**src/rtl/aes_pkg.sv**
```systemverilog
// aes_pkg: shared constants, FSM encoding and FIPS-197 vectors for the AES round sequencer
// Contents: AES_BW block width, NR_AES128/192/256 round counts, state_e FSM encoding,
//           FIPS-197 appendix C.1 key/plaintext/ciphertext.
package aes_pkg;
    localparam int AES_BW    = 128;
    localparam int NR_AES128 = 10;
    localparam int NR_AES192 = 12;
    localparam int NR_AES256 = 14;

    typedef enum logic [2:0] {
        S_IDLE,
        S_KEY_WAIT,
        S_ARK,
        S_SB,
        S_SR,
        S_MC,
        S_DONE
    } state_e;

    localparam logic [AES_BW-1:0] FIPS197_KEY128 = 128'h000102030405060708090a0b0c0d0e0f;
    localparam logic [AES_BW-1:0] FIPS197_PT     = 128'h00112233445566778899aabbccddeeff;
    localparam logic [AES_BW-1:0] FIPS197_CT128  = 128'h69c4e0d86a7b0430d8cdb78070b4c55a;
endpackage

```
**src/rtl/aes_stage_timer.sv**
```systemverilog
// aes_stage_timer: per-stage cycle counter giving the enable (first) and capture (last) cycles
// Ports: clk, rst (sync, active-high); clr_i zeroes the count for the next cycle;
//        first_o is high when the count is 0, last_o when it equals STAGE_LAT.
module aes_stage_timer #(
    parameter int STAGE_LAT = 1,
    localparam int W = (STAGE_LAT < 1) ? 1 : $clog2(STAGE_LAT + 1)
) (
    input  logic clk,
    input  logic rst,
    input  logic clr_i,
    output logic first_o,
    output logic last_o
);
    logic [W-1:0] cnt_q, cnt_d;

    assign cnt_d   = clr_i ? '0 : cnt_q + W'(1);
    assign first_o = cnt_q == '0;
    assign last_o  = cnt_q == W'(STAGE_LAT);

    always_ff @(posedge clk) begin
        if (rst) cnt_q <= '0;
        else     cnt_q <= cnt_d;
    end
endmodule

```
**src/rtl/aes_round_sequencer.sv**
```systemverilog
// aes_round_sequencer: sequences one AES encryption across external SB/SR/MC/ARK stage datapaths
// Ports: start_i/plaintext_i accept a block in IDLE; rk_req_o/rk_valid_i/round_key_i fetch the key
//        for round_idx_o; stage_state_o/stage_key_o feed the stages, *_en_o pulse each stage once,
//        *_out_i are captured STAGE_LAT cycles later; ciphertext_o/done_o report the result, busy_o
//        covers the whole operation.
module aes_round_sequencer
    import aes_pkg::*;
#(
    parameter int word_size  = 8,
    parameter int array_size = 16,
    parameter int NR         = NR_AES128,
    parameter int STAGE_LAT  = 1,
    localparam int BW = word_size * array_size
) (
    input  logic          clk,
    input  logic          rst,
    input  logic          start_i,
    input  logic [BW-1:0] plaintext_i,
    output logic          rk_req_o,
    input  logic          rk_valid_i,
    input  logic [BW-1:0] round_key_i,
    output logic [3:0]    round_idx_o,
    output logic [BW-1:0] stage_state_o,
    output logic [BW-1:0] stage_key_o,
    output logic          sb_en_o,
    output logic          sr_en_o,
    output logic          mc_en_o,
    output logic          ark_en_o,
    input  logic [BW-1:0] sb_out_i,
    input  logic [BW-1:0] sr_out_i,
    input  logic [BW-1:0] mc_out_i,
    input  logic [BW-1:0] ark_out_i,
    output logic [BW-1:0] ciphertext_o,
    output logic          busy_o,
    output logic          done_o
);
    state_e        state_q, state_d;
    logic [3:0]    round_q, round_d;
    logic [BW-1:0] data_q, data_d;
    logic [BW-1:0] key_q, key_d;
    logic [BW-1:0] ct_q, ct_d;
    logic          in_stage, first, last;

    assign in_stage = state_q inside {S_ARK, S_SB, S_SR, S_MC};

    // Held at zero outside stage states and wrapped on capture, so every stage starts at cnt==0.
    aes_stage_timer #(.STAGE_LAT(STAGE_LAT)) u_timer (
        .clk     (clk),
        .rst     (rst),
        .clr_i   (!in_stage || last),
        .first_o (first),
        .last_o  (last)
    );

    always_comb begin
        state_d = state_q;
        round_d = round_q;
        data_d  = data_q;
        key_d   = key_q;
        ct_d    = ct_q;
        case (state_q)
            S_IDLE: if (start_i) begin
                data_d  = plaintext_i;
                round_d = '0;
                state_d = S_KEY_WAIT;
            end
            S_KEY_WAIT: if (rk_valid_i) begin
                key_d   = round_key_i;
                state_d = S_ARK;
            end
            S_ARK: if (last) begin
                data_d = ark_out_i;
                if (round_q == 4'(NR)) begin
                    // Captured here so ciphertext is already valid while done is high.
                    ct_d    = ark_out_i;
                    state_d = S_DONE;
                end else begin
                    round_d = round_q + 4'd1;
                    state_d = S_SB;
                end
            end
            S_SB: if (last) begin
                data_d  = sb_out_i;
                state_d = S_SR;
            end
            S_SR: if (last) begin
                data_d  = sr_out_i;
                state_d = (round_q < 4'(NR)) ? S_MC : S_KEY_WAIT;
            end
            S_MC: if (last) begin
                data_d  = mc_out_i;
                state_d = S_KEY_WAIT;
            end
            S_DONE:  state_d = S_IDLE;
            default: state_d = S_IDLE;
        endcase
    end

    always_ff @(posedge clk) begin
        if (rst) begin
            state_q <= S_IDLE;
            round_q <= '0;
            data_q  <= '0;
            key_q   <= '0;
            ct_q    <= '0;
        end else begin
            state_q <= state_d;
            round_q <= round_d;
            data_q  <= data_d;
            key_q   <= key_d;
            ct_q    <= ct_d;
        end
    end

    assign rk_req_o      = state_q == S_KEY_WAIT;
    assign round_idx_o   = round_q;
    assign stage_state_o = data_q;
    assign stage_key_o   = key_q;
    assign ark_en_o      = (state_q == S_ARK) && first;
    assign sb_en_o       = (state_q == S_SB) && first;
    assign sr_en_o       = (state_q == S_SR) && first;
    assign mc_en_o       = (state_q == S_MC) && first;
    assign ciphertext_o  = ct_q;
    assign busy_o        = state_q != S_IDLE;
    assign done_o        = state_q == S_DONE;
endmodule
```
**config.mk**
```make
export PLATFORM = sky130hd
export DESIGN_NAME = aes_round_sequencer
export DESIGN_NICKNAME = d
export VERILOG_FILES = /design/src/rtl/aes_pkg.sv /design/src/rtl/aes_stage_timer.sv /design/src/rtl/aes_round_sequencer.sv
export SDC_FILE = /design/constraint.sdc
export NUM_CORES = 1
export LEC_CHECK = 0
export ABC_AREA = 1
export BUFFER_PORTS_ARGS = -buffer_cell sky130_fd_sc_hd__buf_2
export CORE_AREA = 2 2 460 462
export CTS_CLUSTER_SIZE = 25
export DETAILED_ROUTE_END_ITERATION = 10
export DIE_AREA = 0 0 462 464
export PLACE_DENSITY = 0.3
export SYNTH_ARGS = -nofsm -noshare
export SYNTH_HDL_FRONTEND = slang
export SYNTH_HIERARCHICAL = 1
export SYNTH_SLANG_ARGS = --single-unit
```
**constraint.sdc**
```tcl
create_clock -name clk -period 2 [get_ports clk]
set_input_delay 0.3 -clock clk [delete_from_list [all_inputs] [get_ports clk]]
set_output_delay 0.3 -clock clk [all_outputs]
set_load 0.05 [all_outputs]
```
# ---- Word level (Yosys, flattened, before mapping)
# Cells that the tools add are included.
dict set report classes {
  muxes 19
  bitwise 1
  reduce_logical 17
  add_sub_neg 2
  n_lt_le_gt_ge 1
  n_eq_ne 14
}
# op n
set ops {}
lappend ops {{two-way mux 128 bit} 5}
lappend ops {{one-hot mux 128 bit (5 select lines)} 1}
lappend ops {{two-way mux 3 bit} 8}
lappend ops {{one-hot mux 3 bit (6 select lines)} 1}
lappend ops {{two-way mux 4 bit} 3}
lappend ops {{AND reduction 6 bit} 2}
lappend ops {{inequality test 2 x 1 -> 1 bit, second input constant} 5}
lappend ops {{equality test 3 bit, second input constant} 3}
lappend ops {{one-hot mux 4 bit (2 select lines)} 1}
lappend ops {{equality test 3 x 2 -> 1 bit, second input constant} 2}
lappend ops {{nonzero test 5 bit} 1}
lappend ops {{adder 4 x 1 -> 4 bit, second input constant} 1}
lappend ops {{equality test 4 bit, second input constant} 1}
lappend ops {{logical AND 1 bit} 4}
lappend ops {{less-than comparator 4 bit, second input constant} 1}
lappend ops {{inequality test 2 bit, second input constant} 2}
lappend ops {{AND reduction 4 bit} 1}
lappend ops {{nonzero test 4 bit} 1}
lappend ops {{equality test 3 x 1 -> 1 bit, second input constant} 1}
lappend ops {{logical NOT 3 bit} 1}
lappend ops {{AND reduction 3 bit} 1}
lappend ops {{nonzero test 3 bit} 1}
lappend ops {{AND reduction 2 bit} 1}
lappend ops {{nonzero test 2 bit} 1}
lappend ops {{other kinds (5)} 5}
dict set report totals {
  output_inout_bits 395
  wordCells 60
  reg_bits 392
  input_bits 772
}

# ---- Logic depth before layout (Yosys ltp)
dict set report depth {
  ltp_word 5
  mapped_depth 12
  depth_no_buf 9
}

# ---- Hierarchy
# Netlist, hierarchy kept.
# module cells_per_inst seq_area_each_um2 instances area_each_um2
set modules_own_cells {}
lappend modules_own_cells {aes_round_sequencer 3250 7827.5 1 19678.9}
lappend modules_own_cells {aes_stage_timer 5 20.0 1 40.0}

# ---- Least setup slack after synthesis
# Ideal clock, no wire load.
dict set report synth_timing {
  path_type {register to register}
  startpoint {register round_q[1], in the netlist round_idx_o[1]}
  endpoint {register ct_q[100], in the netlist ciphertext_o[100]}
  period_less_slack_ps 1989
  arrival_time_ps 1873
  path_stages_with_launch 11
  n_path_buf 2
  required_ps 1884
  setup_slack_ps 11
  setup_time_ps 116
  path_cell_list {dfxtp_1 ha_1 nand2_1 nor2_1 nand2_2 nor2_4 inv_2 buf_2 buf_2 nor2_1 nor2_1}
}
dict set report synth_between {
  elab_chain_len 2
}
# item line
set synth_rtl {}
lappend synth_rtl {{start, declared} aes_round_sequencer.sv:38} ;# logic [3:0] round_q, round_d;
lappend synth_rtl {{start signal, assigned} aes_round_sequencer.sv:108} ;# round_q <= round_d;
lappend synth_rtl {{equality test 4 bit} aes_round_sequencer.sv:73} ;# if (round_q == 4'(NR)) begin
lappend synth_rtl {{AND reduction 3 bit (no line)} -}
lappend synth_rtl {{end signal, assigned} aes_round_sequencer.sv:111} ;# ct_q <= ct_d;
lappend synth_rtl {{end, declared} aes_round_sequencer.sv:41} ;# logic [BW-1:0] ct_q, ct_d;
# Every way passes these cells.
# A chain may end at the register's enable or synchronous reset.

# ---- Final worst setup path
dict set report layout_timing {
  startpoint {register state_q[1]}
  endpoint {output sr_en_o}
}
dict set report layout_between {
  elab_chain_len 2
}
# item line
set layout_rtl {}
lappend layout_rtl {{start, declared} aes_round_sequencer.sv:37} ;# state_e state_q, state_d;
lappend layout_rtl {{start signal, assigned} aes_round_sequencer.sv:107} ;# state_q <= state_d;
lappend layout_rtl {{equality test 3 bit} aes_round_sequencer.sv:121} ;# assign sr_en_o = (state_q == S_SR) && first;
lappend layout_rtl {{logical AND 1 bit} aes_round_sequencer.sv:121}
lappend layout_rtl {{end, declared} aes_round_sequencer.sv:26} ;# output logic sr_en_o,
# Every way passes these cells.

==> metrics list <==
* Count of cells along the worst register-to-register path: 11
- H-tree depth reported by CTS: 2
- In this run the critical register-to-register path is captured at stage_state_o[89]$_SDFFE_PP0P_.
* Final-report setup violation count: 5
- Average detailed-routed wire length per instance: 21.8 um
- The longest clock path from root to sink contains 3 buffers.
* Share of total power in combinational logic: 0.562
* Startpoint of the worst-slack reg-to-reg timing path: state_q[1]$_SDFFE_PP0P_
* Num CTS Buffers: 56
- For the final database, setup skew stands at 0.0351 ns.
- Summing every instance area after synthesis gives 19700 um2.
- Pre-Repair DR Iteration Count: 6
- Number of I/O port buffers: around 1.2k
- For the pin with the worst max-slew slack, the measured transition is roughly 0.70 ns.
- FILL cells: around 24k
- Summed over all nets, the half-perimeter wirelength after detailed placement is roughly 130000 um.
- The floorplan step defined a die boundary enclosing ~210000 um2.
- The first global-routing pass estimated between 200000 and 250000 um of wire.
* Worst hold path depth: 7
* Root buf cell: clkbuf_16
- Share of final-layout standard cells stronger than drive strength 1: 0.305
- In the global route stage, overall resource usage came out at 0.144.
- Clock latency on the worst-skew pair, taken at its later pin, is approximately 0.7 ns.
* Shortest period the worst path allows: around 2.1 ns
* Hold path startpoint: sb_out_i[125]
- IR analysis of the VDD net gives a maximum drop of around 0.86 mV.
- The run finished, with violations left.
* Routability Congestion: between 0.8 and 0.9
- For this run, the leading register cell type out of synthesis is dfxtp_1.
- The critical path is of the reg -> out type.
* Terminating pin of the worst hold path: stage_state_o[125]$_SDFFE_PP0P_
- Post-route clock period utilization: 1.05
- Data arrives at the worst endpoint at approximately 1.8 ns.
* Layout overhead on the synthesized area: 86.6%
- For this run, the post-layout net count is between 5k and 6k.
- The floorplan has 168 rows.
- Number of DRC markers after the initial detailed-route iteration: 1581
* Switching pwr: 24.4 mW
- The worst pin sits at a relative slew slack of 0.532.
* Crit end category: primary output
* Synthesis-stage register bit count: about 400
* Gr ovfl total: 0
- The max-slew violation total from the final report came to 0.
* Most frequent cells in the layout: buf_2, nor2_1, nand2_1
- For this run, the top clock speed supported by timing is ~470 MHz.
- Async S/R FF share, synth: 0
* Max FO, Critical Path: 4
- TritonCTS built the clock tree.
- The core region is approximately 210000 um2.
* Internal portion of total power: roughly 25 mW
- Flop-to-flop setup slack: approximately 0.050 ns
* Gate count of the mapped netlist: around 3.3k
- Req. time, crit path: about 1.7 ns
* Power density relative to cell area: approximately 1300 nW/um2
- Hold crit path type: in -> reg
* Number of maximum-capacitance constraint violations: 0
- The number of global-route vias before repair is about 27k.
* Post-route total power: 48.9 mW
- CTS clock-pin slew for the worst setup and hold paths: roughly 0.060 ns
- Dividing the detail-routed via count by the number of cells gives between 3 and 4.
* Most common cell after layout, fill and taps aside: buf_2
- Leakage component of the power: ~19 nW
* Per-instance average area after synthesis: slightly above 6 um2
- Entering global routing, the biggest net connects between 90 and 100 pins.
- Clock net sink count: about 400
* Number of distinct library cell variants in the gate-level netlist after synthesis: 24
- DRC violations left: 0
* Flop pwr share: 0.211
- For this configuration, the core starts out at a cell density of 0.0943.
- Of the total power, the share spent switching nets is 0.498.
- Total Wirelength: between 150000 and 200000 um
- Number of hold-slack violations in the final timing report: 0
* Antenna violations before repair: 57
- For this design the top-level I/O count stands at around 1.2k.
- From left edge to right edge, the die measures 462 um.
- Setup repair after global routing could not meet its margin everywhere.
- Count of vias placed by the detailed router: between 20k and 30k
- The tightest hold path in the finished design has a slack of about 0.053 ns.
* Type of element launching the critical path: register
- Measured along the y axis, the die boundary spans between 400 and 500 um.
- Ys Warns: 6
- Setup slack on the critical path of the routed design comes to -0.108 ns.
- The share of total power dissipated in the clock network is 0.227.
- Of the synthesized area, sequential elements account for 0.398.
* Failing checks: negative setup slack
- Counting every net in the synthesized netlist gives slightly above 4k.
* Post-DRT Antenna Nets: 0
- Count of flip-flops with a built-in enable after synthesis: 0
-- cell type report --
class	instances	area (um2)	area share
flip-flops and latches	392	7860	0.214
diodes	23	57.6	0.00156
clock buffers	79	1590	0.0432
clock inverters	24	379	0.0103
repair buffers	1758	12500	0.338
inverters	247	947	0.0257
multi-input cells	2393	10000	0.272
well taps	2805	3510	0.0954
-- worst max-delay path, stage by stage, from the launching register on --
cell     delay [ns]
dfxtp_4        0.36
nor2_4         0.21
nand2_8        0.09
buf_16         0.13
nor2_4         0.07
buf_6          0.12
buf_12         0.13
-- timing repair --
item | in CTS | in global routing
buffers inserted | 12 | 16
hold buffers | 412 | 0
gates cloned | 1 | 14
gates resized for setup | 33 | 62
pin swaps | 5 | 10
endpoints found under the setup margin | 159 | 124
hold endpoints to repair | 375 | 0
-- cells by family after synthesis --
| group | share of synthesized area |
|---|---|
| and+or+nand+nor | 0.398 |
| buffers and inverters | 0.103 |
| DFF | 0.398 |
| AOI/OAI and AO/OA | 0.0992 |
| xor gates and xnor gates | 0.000888 |
| adders and majority gates | 0.00127 |
-- cell usage after synthesis (4+ instances only) --
library cell	n	area share
o21ai_1	40	0.010
nand3_1	242	0.061
buf_2	76	0.019
a21oi_1	29	0.0074
o21ai_0	322	0.082
nor2_1	871	0.17
buf_4	39	0.015
dfxtp_1	392	0.40
nand2_1	873	0.17
nor2_2	4	0.0013
inv_1	240	0.046
buf_1	11	0.0021
clkbuf_1	94	0.018
inv_2	6	0.0011
-- metal layers --
| metal | routed length, um | GRT usage | vias up |
|---|---|---|---|
| met3 | 12900 | 0.0415 | 193 |
| met2 | 82500 | 0.255 | 1115 |
| met4 | 4390 | 0.0386 | 30 |
| met1 | 68000 | 0.167 | 12533 |
| met5 | 195 | 0 | - |
| li1 | - | - | 13259 |
-- power groups by stage --
stage	combinational (mW)	sequential [mW]	clock, mW
floorplan	9.51	15.6	0
global placement	24.8	10.5	0
detailed placement	24.7	10.5	0
CTS	25.8	10.3	11.7
global route	30.1	10.5	11.9
finish	27.5	10.3	11.1
-- state kept, by name, summed over array words and instances (netlist names) --
name and cells:
ciphertext_o 128, round_idx_o 4, u_timer/last_o 1, state_q 3, stage_state_o 128, stage_key_o 128
-- worst max-delay path by stage --
stage | end | slack (ns) | startpoint | cells past startpoint
2_1_floorplan | ciphertext_o[100]$_SDFFE_PP0P_ | 0.01 | round_idx_o[1]$_SDFFE_PP0P_ | 10
3_3_place_gp | stage_state_o[43]$_SDFFE_PP0P_ | -0.15 | state_q[0]$_SDFFE_PP0P_ | 9
3_5_place_dp | stage_state_o[43]$_SDFFE_PP0P_ | -0.12 | state_q[0]$_SDFFE_PP0P_ | 9
4_1_cts | sr_en_o | -0.22 | state_q[1]$_SDFFE_PP0P_ | 6
5_1_grt | sr_en_o | -0.22 | state_q[1]$_SDFFE_PP0P_ | 6
6_report | sr_en_o | -0.11 | state_q[1]$_SDFFE_PP0P_ | 6
-- per-stage QoR --
step	setup WS (ns)	cell area (um2)	util	setup TNS, ns	instances
after global routing	-0.217	36800	0.176	-1.23	7714
after detailed placement	-0.115	29700	0.142	-3.38	7142
final	-0.108	36800	0.176	-0.403	7721
after global placement	-0.145	29700	0.142	-2.41	7142
after floorplan	0.0110	19700	-	0	3255
after CTS	-0.222	36000	0.172	-1.18	7668
No activity file was read; power rests on OpenSTA's default activity.
